$ cat config.mk
export PLATFORM = sky130hd
export DESIGN_NAME = child_launch_sequencer
export DESIGN_NICKNAME = d
export VERILOG_FILES = /design/src/rtl/child_launch_sequencer.sv
export SDC_FILE = /design/constraint.sdc
export NUM_CORES = 1
export LEC_CHECK = 0
export BUFFER_PORTS_ARGS = -buffer_cell sky130_fd_sc_hd__buf_2
export CORE_MARGIN = 1.5
export CORE_UTILIZATION = 50
export CTS_CLUSTER_DIAMETER = 50
export CTS_CLUSTER_SIZE = 30
export DETAILED_ROUTE_END_ITERATION = 8
export HOLD_SLACK_MARGIN = 0.03
export PLACE_DENSITY = 0.71
export SLEW_MARGIN = 40
export SYNTH_ARGS = -nofsm -noshare
export SYNTH_HDL_FRONTEND = slang
export SYNTH_SLANG_ARGS = --single-unit
$ cat constraint.sdc
create_clock -name clk -period 2.3 [get_ports clk]
set_input_delay 0.46 -clock clk [delete_from_list [all_inputs] [get_ports clk]]
set_output_delay 0.46 -clock clk [all_outputs]
set_load 0.02 [all_outputs]
$ cat src/rtl/child_launch_sequencer.sv
// child_launch_sequencer: starts the enabled children one at a time, lowest index first.
// After each start it waits for that child's done, subject to a per-child timeout.
// It reports busy/done/error upward. All outputs are registered and change with the FSM.
module child_launch_sequencer #(
    parameter int NUM_CHILD      = 5,
    parameter int TIMEOUT_CYCLES = 255,
    parameter int IDX_W          = (NUM_CHILD > 1) ? $clog2(NUM_CHILD) : 1
) (
    input  logic                 clk,
    input  logic                 rst_n,
    input  logic                 go,
    input  logic                 abort,
    input  logic [NUM_CHILD-1:0] enable_mask,
    output logic [NUM_CHILD-1:0] child_start,
    input  logic [NUM_CHILD-1:0] child_done,
    output logic                 busy,
    output logic                 done,
    output logic                 error,
    output logic [IDX_W-1:0]     err_idx,
    output logic [IDX_W-1:0]     active_idx
);

    // The timer counts 0..TIMEOUT_CYCLES-1. WAIT exits at the limit, so the timer never wraps.
    localparam int TMR_W = (TIMEOUT_CYCLES > 2) ? $clog2(TIMEOUT_CYCLES) : 1;
    localparam logic [TMR_W-1:0] TMR_LAST = TMR_W'(TIMEOUT_CYCLES - 1);

    typedef enum logic [1:0] {IDLE, LAUNCH, WAIT, FINISH} state_t;

    state_t               state;
    logic [NUM_CHILD-1:0] mask_q;
    logic [NUM_CHILD-1:0] mask_rem;
    logic [TMR_W-1:0]     timer;

    function automatic logic [IDX_W-1:0] lowest(input logic [NUM_CHILD-1:0] m);
        lowest = '0;
        for (int i = NUM_CHILD - 1; i >= 0; i--)
            if (m[i]) lowest = IDX_W'(i);
    endfunction

    function automatic logic [NUM_CHILD-1:0] onehot(input logic [IDX_W-1:0] idx);
        onehot      = '0;
        onehot[idx] = 1'b1;
    endfunction

    // Children still pending once the active child has finished
    always_comb begin
        mask_rem = mask_q & ~onehot(active_idx);
    end

    // Sequencer FSM; each output register is loaded together with the next state
    always_ff @(posedge clk or negedge rst_n) begin
        if (!rst_n) begin
            state       <= IDLE;
            mask_q      <= '0;
            timer       <= '0;
            child_start <= '0;
            busy        <= 1'b0;
            done        <= 1'b0;
            error       <= 1'b0;
            err_idx     <= '0;
            active_idx  <= '0;
        end else begin
            child_start <= '0;
            done        <= 1'b0;
            if (abort && state != IDLE) begin
                // Cancel the run: no done pulse, and the error flag is left as it is
                state  <= IDLE;
                busy   <= 1'b0;
                mask_q <= '0;
                timer  <= '0;
            end else begin
                case (state)
                    IDLE: begin
                        if (go && !abort) begin
                            mask_q  <= enable_mask;
                            error   <= 1'b0;
                            err_idx <= '0;
                            busy    <= 1'b1;
                            if (|enable_mask) begin
                                active_idx  <= lowest(enable_mask);
                                child_start <= onehot(lowest(enable_mask));
                                state       <= LAUNCH;
                            end else begin
                                done  <= 1'b1;
                                state <= FINISH;
                            end
                        end
                    end
                    LAUNCH: begin
                        timer <= '0;
                        state <= WAIT;
                    end
                    WAIT: begin
                        // Done takes priority over timeout in the same cycle
                        if (child_done[active_idx]) begin
                            mask_q <= mask_rem;
                            if (|mask_rem) begin
                                active_idx  <= lowest(mask_rem);
                                child_start <= onehot(lowest(mask_rem));
                                state       <= LAUNCH;
                            end else begin
                                done  <= 1'b1;
                                state <= FINISH;
                            end
                        end else if (timer == TMR_LAST) begin
                            error   <= 1'b1;
                            err_idx <= active_idx;
                            mask_q  <= '0;
                            done    <= 1'b1;
                            state   <= FINISH;
                        end else begin
                            timer <= timer + 1'b1;
                        end
                    end
                    FINISH: begin
                        busy  <= 1'b0;
                        state <= IDLE;
                    end
                    default: state <= IDLE;
                endcase
            end
        end
    end

endmodule

==> out/metrics.csv <==
stage;metric;value;unit
run_status;status;finished clean;
flow_run;Max-Cap Viols;0;
global_route;vias in the first global route;1765;
logic_synthesis;ys flop type;dfrtp_1;
worst_hold_path;Tightest Hold Check Type;input pin to async pin;
logic_synthesis;synthesized flop and latch total;29;
setup_path;Arr. time, crit path;2.25;ns
routing;routed len/inst;16.3;um
setup_path;cells on worst reg2reg path;5;
logic_synthesis;sequential area share after synthesis;36.9;%
floorplanning;Initial Util;53.0;%
routing;highest routed layer;met4;
routing;ANT nets after route;0;
routing;DR pass1 iterations;4;
timing;relative slew slack;57.1;%
routing;M1 WL;2310;um
global_route;GRT Total Usage;25.7;%
cts;Bufs on Longest Clock Path;2;
logic_synthesis;post-synthesis xor/xnor area fraction;0;%
logic_synthesis;Ys Warns;0;
timing;Slew @ Worst Pin;0.643;ns
setup_path;critical path class;register to register;
cts;CTS root buffer;clkbuf_8;
logic_synthesis;mux cell area share after synthesis;4.58;%
routing;routed via count;1803;
setup_path;Crit Path Max Fanout;13;
cts;Clk Latency, worst-skew pair;0.28;ns
timing;Max Clock Freq;480;MHz
setup_path;required time of the critical path;2.46;ns
routing;Residual DRC;0;
floorplanning;core area;0.00372;mm^2
final_layout;Layout Nets;263;
power_and_ir_drop;Peak VDD IR;0.000583;V
logic_synthesis;post-synthesis net count;234;
logic_synthesis;adder-cell area share of the yosys netlist;1.27;%
routing;WL final;4830;um
cts;CTS buffer count;5;
logic_synthesis;largest family of logic cells by synthesized area;compound AO/OA/AOI/OAI gates;
global_route;GRT overflow;0;
cts;H-tree levels;2;
routing;met3 routed WL;314;um
floorplanning;Cell Rows;22;
floorplanning;die area;0.00432;mm^2
place;Post-DP HPWL;3620;um
floorplanning;I/O pin count;28;
timing;Min Clock Period, post-route;2.08;ns
logic_synthesis;Synth Area in Compound Gates;27.9;%
final_layout;Final Instance Count excl. Fillers;296;
timing;final period utilization;90.6;%
setup_path;Startpoint Class;register;
global_route;global-route wire length before repair;8400;um
logic_synthesis;cell taking the most area after synthesis;dfrtp_1;
floorplanning;Die Width;65.7;um
timing;# setup viols final;0;
logic_synthesis;mean area per synthesized cell;9.03;um^2
logic_synthesis;fraction of registers with async set/reset;100;%
global_route;maximum number of pins on one net before global-route repair;30;
timing;worst clock skew;0.00686;ns
place;placer congestion estimate;0.965;
final_layout;layout cell share with drive strength beyond 1;24.6;%
logic_synthesis;Post-synth EDFFs;0;
timing;RSZ-0062 raised after global routing;false;
logic_synthesis;Netlist cell types;63;
logic_synthesis;Syn Inst Count;218;
logic_synthesis;cell area after synthesis;0.00197;mm^2
power_and_ir_drop;static leakage;0.000962;uW
timing;Fin. Hold Viols;0;
logic_synthesis;share of Yosys cell area claimed by the top area cell type;36.9;%
setup_path;crit end category;register;
routing;1st-iter DRT viols;162;
place;Port Buf Inserts;27;
cts;clk slew on worst S/H paths;0.06;ns
final_layout;flip-flop and latch area;727;um^2
cts;CTS tree;yes;
routing;metal2 WL;2160;um
global_route;initial antenna violation count;0;
floorplanning;die height;65.7;um
final_layout;multi-input logic area;0.00114;mm^2
logic_synthesis;Synth area leaders;dfrtp_1 (37%), o21ai_0 (4.3%), nand2_1 (4.2%);
cts;postcts setup bufs;0;
logic_synthesis;post-synthesis simple-gate area fraction;24.4;%
final_layout;P&R area growth vs syn;13.4;%
place;post-placement cell count;288;
timing;setup TNS;0;ns
routing;via/cell ratio;6.09;
power_and_ir_drop;cell area power density;915;mW/mm^2
cts;CTS sink cnt;29;
final_layout;Ant. Diodes;0;
timing;Final Max Tran Viols;0;
final_layout;fillers;358;
[cells in the mapped netlist, types with 2 or more instances]
cell	n
a21boi_0	3
a21o_1	4
a21oi_1	9
a22o_1	3
a2bb2oi_1	2
a31oi_1	2
a32o_1	3
and3_1	3
and4b_1	2
buf_2	3
buf_4	2
buf_6	2
clkbuf_1	5
dfrtp_1	29
ha_1	2
inv_1	5
mux2_1	2
mux2i_1	2
nand2_1	22
nand2b_1	4
nand3_1	13
nand3b_1	3
nand4_1	3
nor2_1	17
nor2b_1	3
nor3_1	3
nor4_1	3
o21a_1	2
o21ai_0	17
o21ai_1	2
o22ai_1	3
o311ai_0	3
o31a_1	2
o31ai_1	5
or2_1	2
[worst max-delay path: stages, from the launching register on]
cell,delay (ns)
dfrtp_1,0.58
nand2b_1,0.22
o22ai_1,0.29
nor2_1,0.11
a2111oi_4,0.40
mux2_1,0.37
[flip-flops by register name, summed over array words and instances (netlist names)]
name         flops
busy             1
active_idx       3
child_start      5
mask_q           5
timer            8
error            1
done             1
state            2
err_idx          3
[path summary, 6_finish.rpt]
check	start	end	slack, ns
min	rst_n	mask_q[3]	0.20
max reg2reg	active_idx[1]	active_idx[0]	0.22
max	active_idx[1]	active_idx[0]	0.22
min in group clk	enable_mask[3]	child_start[3]	0.47
max in group asynchronous	rst_n	active_idx[0]	1.64
min reg2reg	err_idx[1]	err_idx[1]	0.50
[cell type report]
| cell class | count | area share [%] |
|---|---|---|
| clock buffer | 6 | 3.25 |
| clock inverter | 2 | 0.448 |
| inverter | 6 | 1.01 |
| multi-input combinational | 170 | 51.3 |
| sequential | 29 | 32.6 |
| tap | 48 | 2.69 |
| timing repair buffer | 35 | 8.74 |
[where the power goes]
part	switching (uW)	total [uW]	internal, uW	leakage (uW)
Clock	192	401	209	0.0000450
Combinational	483	861	378	0.000530
Sequential	186	780	594	0.000387
Total	862	2040	1180	0.000962
[layout by cell type (no fill, tap or decap), types with 3 or more instances in the layout]
cell / n
nand2_1: 22
nand2b_1: 4
o31ai_1: 5
nand4_1: 3
nor2_1: 17
clkbuf_8: 5
a32o_1: 3
nor3_1: 3
dfrtp_1: 28
o22ai_1: 3
buf_4: 8
nand3b_1: 3
inv_1: 5
o21ai_0: 17
a21boi_0: 3
nor2b_1: 3
nand3_1: 13
a21o_1: 4
buf_2: 27
nor4_1: 3
and3_1: 3
a21oi_1: 9
a22o_1: 3
o311ai_0: 3
[layer usage]
metal  track usage [%]  vias to the layer above
met3              5.48                        6
met4              7.81                        0
met5                 0                        -
li1                  -                      876
met1              36.6                      865
met2              38.9                       56
[cells by family (layout without fill, tap and decap cells)]
kind of cell             count (synthesis)  count (layout)
AND/OR/NAND/NOR                         87              87
buffers and inverters                   19              49
flip-flops                              29              29
adder cells (fa/ha/maj)                  2               2
AO/OA/AOI/OAI                           74              74
multiplexers                             7               7
[metrics by stage]
step | setup WS (ns) | hold slack [ns] | area (um^2) | util, % | power, uW
6_report | 0.216 | 0.198 | 2230 | 60.1 | 2040
5_1_grt | 0.0153 | 0.258 | 2230 | 60.1 | 2190
4_1_cts | 0.134 | 0.226 | 2230 | 60.0 | 2040
3_5_place_dp | 0.140 | 0.484 | 2150 | 57.8 | 1640
3_3_place_gp | 0.187 | 0.476 | 2150 | 57.8 | 1630
2_1_floorplan | 0.311 | 0.164 | 1970 | - | 1440
[repair_timing]
action / 4_1_cts / 5_1_grt
resized for setup: 0 / 1
endpoints found under the setup margin: 0 / 4
hold buffers: 0 / 0
Power figures use the tool's default switching activity.
